File: src/rtl/pipe_ctrl_pkg.sv
// rtl/pipe_ctrl_pkg.sv - shared stall encodings, eret code and enable levels for pipe_ctrl
package pipe_ctrl_pkg;

   localparam logic [5:0] STALL_NONE = 6'b000000;
   localparam logic [5:0] STALL_ID   = 6'b000111;
   localparam logic [5:0] STALL_EX   = 6'b001111;
   localparam logic [5:0] STALL_MEM  = 6'b011111;
   localparam logic [5:0] STALL_ALL  = 6'b111111;

   localparam logic [31:0] EXC_ERET = 32'h0000_000e;

   localparam logic RST_ENABLE   = 1'b1;
   localparam logic FLUSH_ENABLE = 1'b1;

   // The deepest requesting stage wins, since it also holds every earlier stage.
   function automatic logic [5:0] stall_from_req(input logic id, input logic ex, input logic mem);
      if (mem)     return STALL_MEM;
      else if (ex) return STALL_EX;
      else if (id) return STALL_ID;
      else         return STALL_NONE;
   endfunction

endpackage

File: src/rtl/pipe_ctrl_sat_counter.sv
// rtl/pipe_ctrl_sat_counter.sv - saturating up-counter with enable and synchronous clear
module pipe_ctrl_sat_counter #(
   parameter int W = 32
) (
   input  logic         clk,
   input  logic         clr,
   input  logic         en,
   output logic [W-1:0] count
);

   logic [W-1:0] count_q, count_d;

   always_comb begin
      count_d = count_q;
      if (clr)
         count_d = '0;
      else if (en && (count_q != {W{1'b1}}))
         count_d = count_q + W'(1);
   end

   always_ff @(posedge clk) begin
      count_q <= count_d;
   end

   assign count = count_q;

endmodule

File: src/rtl/pipe_ctrl.sv
// rtl/pipe_ctrl.sv - pipeline stall merge plus freeze/flush/refill redirect sequencer
module pipe_ctrl
   import pipe_ctrl_pkg::*;
#(
   parameter logic [31:0] EXC_VECTOR    = 32'h0000_0020,
   parameter int          REFILL_CYCLES = 2,
   parameter int          CNT_W         = 32
) (
   input  logic             clk,
   input  logic             rst,
   input  logic             stallreq_id,
   input  logic             stallreq_ex,
   input  logic             stallreq_mem,
   input  logic [31:0]      excepttype_i,
   input  logic [31:0]      cp0_epc_i,
   output logic [5:0]       stall,
   output logic             flush,
   output logic [31:0]      new_pc,
   output logic             busy,
   output logic [CNT_W-1:0] stall_cycles
);

   typedef enum logic [1:0] {IDLE, FREEZE, FLUSH, REFILL} state_t;

   localparam logic [3:0] REFILL_LOAD = 4'(REFILL_CYCLES - 1);

   state_t      state_q, state_d;
   logic        flush_q, flush_d;
   logic [31:0] new_pc_q, new_pc_d;
   logic [3:0]  refill_q, refill_d;
   logic [5:0]  req_stall;

   always_comb begin
      req_stall = stall_from_req(stallreq_id, stallreq_ex, stallreq_mem);
      state_d   = state_q;
      flush_d   = 1'b0;
      new_pc_d  = new_pc_q;
      refill_d  = refill_q;
      stall     = STALL_NONE;
      case (state_q)
         IDLE: begin
            if (excepttype_i != 32'd0) begin
               stall    = STALL_ALL;
               state_d  = FREEZE;
               flush_d  = FLUSH_ENABLE;
               new_pc_d = (excepttype_i == EXC_ERET) ? cp0_epc_i : EXC_VECTOR;
            end else begin
               stall = req_stall;
            end
         end
         FREEZE: state_d = FLUSH;
         FLUSH: begin
            refill_d = REFILL_LOAD;
            state_d  = REFILL;
         end
         REFILL: begin
            // Exceptions here come from instructions already being flushed.
            stall = req_stall;
            if (!req_stall[0]) begin
               if (refill_q == 4'd0) state_d  = IDLE;
               else                  refill_d = refill_q - 4'd1;
            end
         end
      endcase
      if (rst == RST_ENABLE) stall = STALL_NONE;
   end

   always_ff @(posedge clk) begin
      if (rst == RST_ENABLE) begin
         state_q  <= IDLE;
         flush_q  <= 1'b0;
         new_pc_q <= 32'd0;
         refill_q <= 4'd0;
      end else begin
         state_q  <= state_d;
         flush_q  <= flush_d;
         new_pc_q <= new_pc_d;
         refill_q <= refill_d;
      end
   end

   // A reset landing on the flush-pulse cycle must not redirect the PC.
   assign flush  = flush_q & (rst != RST_ENABLE);
   assign new_pc = new_pc_q;
   assign busy   = (state_q != IDLE);

   pipe_ctrl_sat_counter #(.W(CNT_W)) u_stall_cnt (
      .clk   (clk),
      .clr   (rst),
      .en    (stall[0]),
      .count (stall_cycles)
   );

endmodule

File: config.mk
export PLATFORM = sky130hd
export DESIGN_NAME = pipe_ctrl
export DESIGN_NICKNAME = d
export VERILOG_FILES = /design/src/rtl/pipe_ctrl_pkg.sv /design/src/rtl/pipe_ctrl_sat_counter.sv /design/src/rtl/pipe_ctrl.sv
export SDC_FILE = /design/constraint.sdc
export NUM_CORES = 1
export LEC_CHECK = 0
export CAP_MARGIN = 20
export CELL_PAD_IN_SITES_DETAIL_PLACEMENT = 1
export CELL_PAD_IN_SITES_GLOBAL_PLACEMENT = 2
export CORE_MARGIN = 2
export CORE_UTILIZATION = 26
export DETAILED_ROUTE_END_ITERATION = 16
export GPL_ROUTABILITY_DRIVEN = 0
export PLACE_DENSITY = 0.9
export SETUP_SLACK_MARGIN = 0.4
export SLEW_MARGIN = 20
export SYNTH_ARGS = -nofsm -noshare
export SYNTH_HDL_FRONTEND = slang
export SYNTH_HIERARCHICAL = 1
export SYNTH_SLANG_ARGS = --single-unit
export TNS_END_PERCENT = 20
File: constraint.sdc
create_clock -name clk -period 8.3 [get_ports clk]
set_input_delay 1.66 -clock clk [delete_from_list [all_inputs] [get_ports clk]]
set_output_delay 1.66 -clock clk [all_outputs]
set_load 0.01 [all_outputs]
Word-level counts from Yosys, hierarchy flattened
Index checks and enable logic that the tools add are counted.
Widths: inputs -> output; s select.
{"block": "word_totals", "ff_bits": 71}
{"block": "classes", "n_addsub": 2, "bitwise_logic": 3, "reduce_logical": 10, "eq_ne": 9, "muxes": 15}
{"operator": "$add 32x1->32 const B", "count": 1}
{"operator": "$eq 32x4->1 const B", "count": 1}
{"operator": "$mux 32", "count": 1}
{"operator": "$ne 32x32->1 const B", "count": 1}
{"operator": "$reduce_bool 32->1", "count": 1}
{"operator": "$mux 6", "count": 3}
{"operator": "$mux 4", "count": 3}
{"operator": "$pmux 6 s2", "count": 1}
{"operator": "$ne 2x2->1 const B", "count": 4}
{"operator": "$pmux 2 s4", "count": 1}
{"operator": "$pmux 4 s2", "count": 1}
{"operator": "$mux 2", "count": 3}
{"operator": "$reduce_and 3->1", "count": 2}
{"operator": "$eq 2x2->1 const B", "count": 2}
{"operator": "$logic_not 4->1", "count": 1}
{"operator": "$reduce_bool 2->1", "count": 2}
{"operator": "$sub 4x1->4 const B", "count": 1}
{"operator": "$mux 3", "count": 1}
{"operator": "$eq 2x1->1 const B", "count": 1}
{"operator": "$logic_not 2->1", "count": 1}
{"operator": "$not 1->1", "count": 2}
{"operator": "$reduce_and 2->1", "count": 1}
{"operator": "$reduce_or 2->1", "count": 1}
{"operator": "$and 1x1->1", "count": 1}
{"operator": "other kinds (2)", "count": 2}

Depth between registers and ports, before layout
{"block": "depth", "ltp_word": 7, "ltp_mapped": 10, "mapped_depth_nobuf": 9}

Hierarchy
Netlist, hierarchy kept.
{"module": "pipe_ctrl_sat_counter", "n_inst": 1, "cells_each": 199, "area_each_um2": 1674.1}
{"module": "pipe_ctrl", "n_inst": 1, "cells_each": 150, "area_each_um2": 1641.6}

Least setup slack after synthesis
No wires, ideal clock.
{"block": "synth_timing", "kind": "input to output", "from": "input excepttype_i[26]", "to": "output stall[1]", "arrival_ns": 3.032, "slack_ns": 3.608, "cell_stages": 5, "path_buffers": 1, "t_required_ns": 6.640, "cell_sequence": "nor4_1 -> nand4_2 -> o41ai_1 -> a21oi_1 -> buf_4"}
{"block": "synth_via", "elab_chain_len": 4}
{"item": "from (decl)", "line_no": "pipe_ctrl.sv:14", "source": "input logic [31:0] excepttype_i,"}
{"item": "$reduce_bool 32->1", "line_no": "pipe_ctrl.sv:42", "source": "if (excepttype_i != 32'd0) begin"}
{"item": "$mux 6", "line_no": "pipe_ctrl.sv:42"}
{"item": "$pmux 6 s2", "line_no": "pipe_ctrl.sv:40", "source": "case (state_q)"}
{"item": "$mux 6", "line_no": "pipe_ctrl.sv:65", "source": "if (rst == RST_ENABLE) stall = STALL_NONE;"}
{"item": "to (decl)", "line_no": "pipe_ctrl.sv:16", "source": "output logic [5:0] stall,"}
Every way passes these cells.

Worst setup path in the final report
{"block": "layout_timing", "from": "input excepttype_i[10]", "to": "output stall[4]"}
Same word-level chain as after synthesis.

==> out/qor.yml <==
ioPinCount: 141
ctsResizeCount: 0
cp.required_ps: 6640
setup_violations: 0
fin_setup_tns_ps: 0
mostFrequentLayoutCell: "clkdlybuf4s50_1"
cts.sinks: 71
clkLatencyLatePin_ps: 340
dp_hpwl_um: 8230
syn_to_final_growth_pct: 55.1
antenna_found_initial: 0
outcome: "complete, no violations"
layout.nets: 554
avgViaCountPerCell: 5.11
numCtsBuffers: 9
timing_worst_setup_path_type: "input pin to output pin"
wire_per_inst_um: 16.8
yosysWarnings: 6
die_area_sq_mm: 0.0137
path_max_fanout: 33
cts_tree: "done"
drt_wl_total_um: 11000
hold_buffers: 0
crit_arrival_ps: 4160
netlist_instances: 349
grt_pass1_wl_um: 17300
root_buffer: "clkbuf_16"
die_w_um: 117
clk_path_buf_depth: 2
antenna_left: 0
synth_fp_nets: 423
grt_overflow: 0
synthArstFlopShare: 0
drtPass1Iterations: 4
antenna_cells: 0
ir_worst_vdd_mv: 0.107
worst_slew_pin_slew_ps: 900
ys_types: 50
drtIter0Drc: 103
yosysSeqAreaShare: 0.429
die_y_um: 117
grt_usage: 0.164
power_density_mw_per_mm2: 188
pre_cts_ws_ps: 2490
synthesis.area_sq_mm: 0.00332
postPlaceCellArea_sq_mm: 0.00485
synth_top_area_frac: 0.429
drive_gt1_frac: 0.0764
synth.area.top_cells: "dfxtp_1, a32o_1, a21oi_1"
grt_start_max_net_pins: 46
yosys.area.top_type: "dfxtp_1"
most-common-layout-cells: "clkdlybuf4s50_1, dfxtp_1, a32o_1"
clk_pin_slew_ps: 50
ys_ff_latch: 71
synth-edff-count: 0
power.leakage_nw: 1.68
portBuffers: 140
hp-class: "register to register"
min_period_over_period: 0.701
setup_ws_ps: 2480
htreeDepth: 3
drc: 0
synth_ff_type: "dfxtp_1"
grt_setup_unrepaired: "false"
hold_viol_final: 0
final_area_sq_mm: 0.00514
slew_viol_final: 0
rows: 41
endpoint_kind: "output pin"
start_util: 0.265
design.core.area_sq_mm: 0.0125
post-route-min-period_ps: 5820
fmaxAchievable_mhz: 172
grt_pass1_vias: 3358
synth.avg_cell_area_sq_um: 9.50
skew_ps: 4.50
postCtsSetupBuffers: 0
relSlewSlack: 0.400
reg2reg_slack_ps: 4400
vias: 3353
start_kind: "input pin"
drv_cap: 0
==> per-stage QoR <==
stage               cells   util  hold WS [ps]  total power, W
CTS                   656  0.410           462        0.000984
global placement      641  0.387           436        0.000604
floorplan             349      -           467        0.000512
global route          656  0.411           505         0.00102
detailed placement    641  0.387           455        0.000611
finish                656  0.411           451        0.000968
==> metal layers <==
layer	GRT usage	part of all wire	wire, um
met1	0.193	0.43	4740
met3	0.0391	0.040	443
met4	0.0737	0.023	248
met2	0.283	0.51	5560
met5	0	0	0
==> worst max-delay path, stage by stage <==
cell and delay, ps:
clkdlybuf4s50_1 460, nor4_2 320, nand4_2 300, o31ai_4 370, buf_4 390, a21oi_1 140, clkdlybuf4s50_1 520
==> synth_stat cells (3+ instances only) <==
cell type  count
a21oi_1       27
nor4_2         6
nand3_1       14
inv_1          8
a32o_1        31
o31ai_1       13
nor2_1        21
dfxtp_1       71
nand4_1       13
or4_1         12
xnor2_1        6
o21ai_0       10
nor2b_1        4
or3_1         13
buf_2          6
nor3b_1        3
buf_6          3
xor2_1         3
nor3_1         7
ha_1           5
nand2_1       13
and4_1         4
and3_1         3
clkbuf_1      13
nor4_1         6
==> worst paths after layout <==
kind                            from                                 end  cells past startpoint
min reg2reg   new_pc[5]$_SDFFE_PP0P_              new_pc[5]$_SDFFE_PP0P_                      2
max reg2reg  state_q[0]$_SDFFE_PP0P_  u_stall_cnt/count[31]$_SDFFE_PP0P_                      9
max                 excepttype_i[10]                            stall[4]                      7
min           new_pc[5]$_SDFFE_PP0P_              new_pc[5]$_SDFFE_PP0P_                      2
==> state kept, by name (all words and copies together) (netlist names) <==
register / cells
flush_q: 1
new_pc: 32
refill_q: 4
state_q: 2
u_stall_cnt/count: 32
==> final cells by class <==
| type | instances | area, sq um |
|---|---|---|
| fillers | 1459 | 7370 |
| clock buffers | 12 | 267 |
| inverters | 9 | 33.8 |
| flip-flops and latches | 71 | 1420 |
| multi-input cells | 245 | 1760 |
| well taps | 172 | 215 |
| clock inverters | 3 | 17.5 |
| repair buffers | 144 | 1430 |
==> cell families (layout without fill, tap and decap cells) <==
group                      after synthesis  after routing  share of synthesized area
AOI/OAI and AO/OA                       96             96                      0.224
xor gates and xnor gates                 9              9                     0.0238
adders and majority gates                5              5                     0.0189
buffers and inverters                   33            168                     0.0487
DFF                                     71             71                      0.429
muxes                                    4              4                     0.0128
and+or+nand+nor                        131            131                      0.243
==> power by group <==
part | switching [W] | internal (W)
Combinational | 0.000127 | 0.000109
Clock | 0.000143 | 0.000224
Sequential | 0.0000118 | 0.000354
Note: power is estimated with default switching activity, not from simulation.
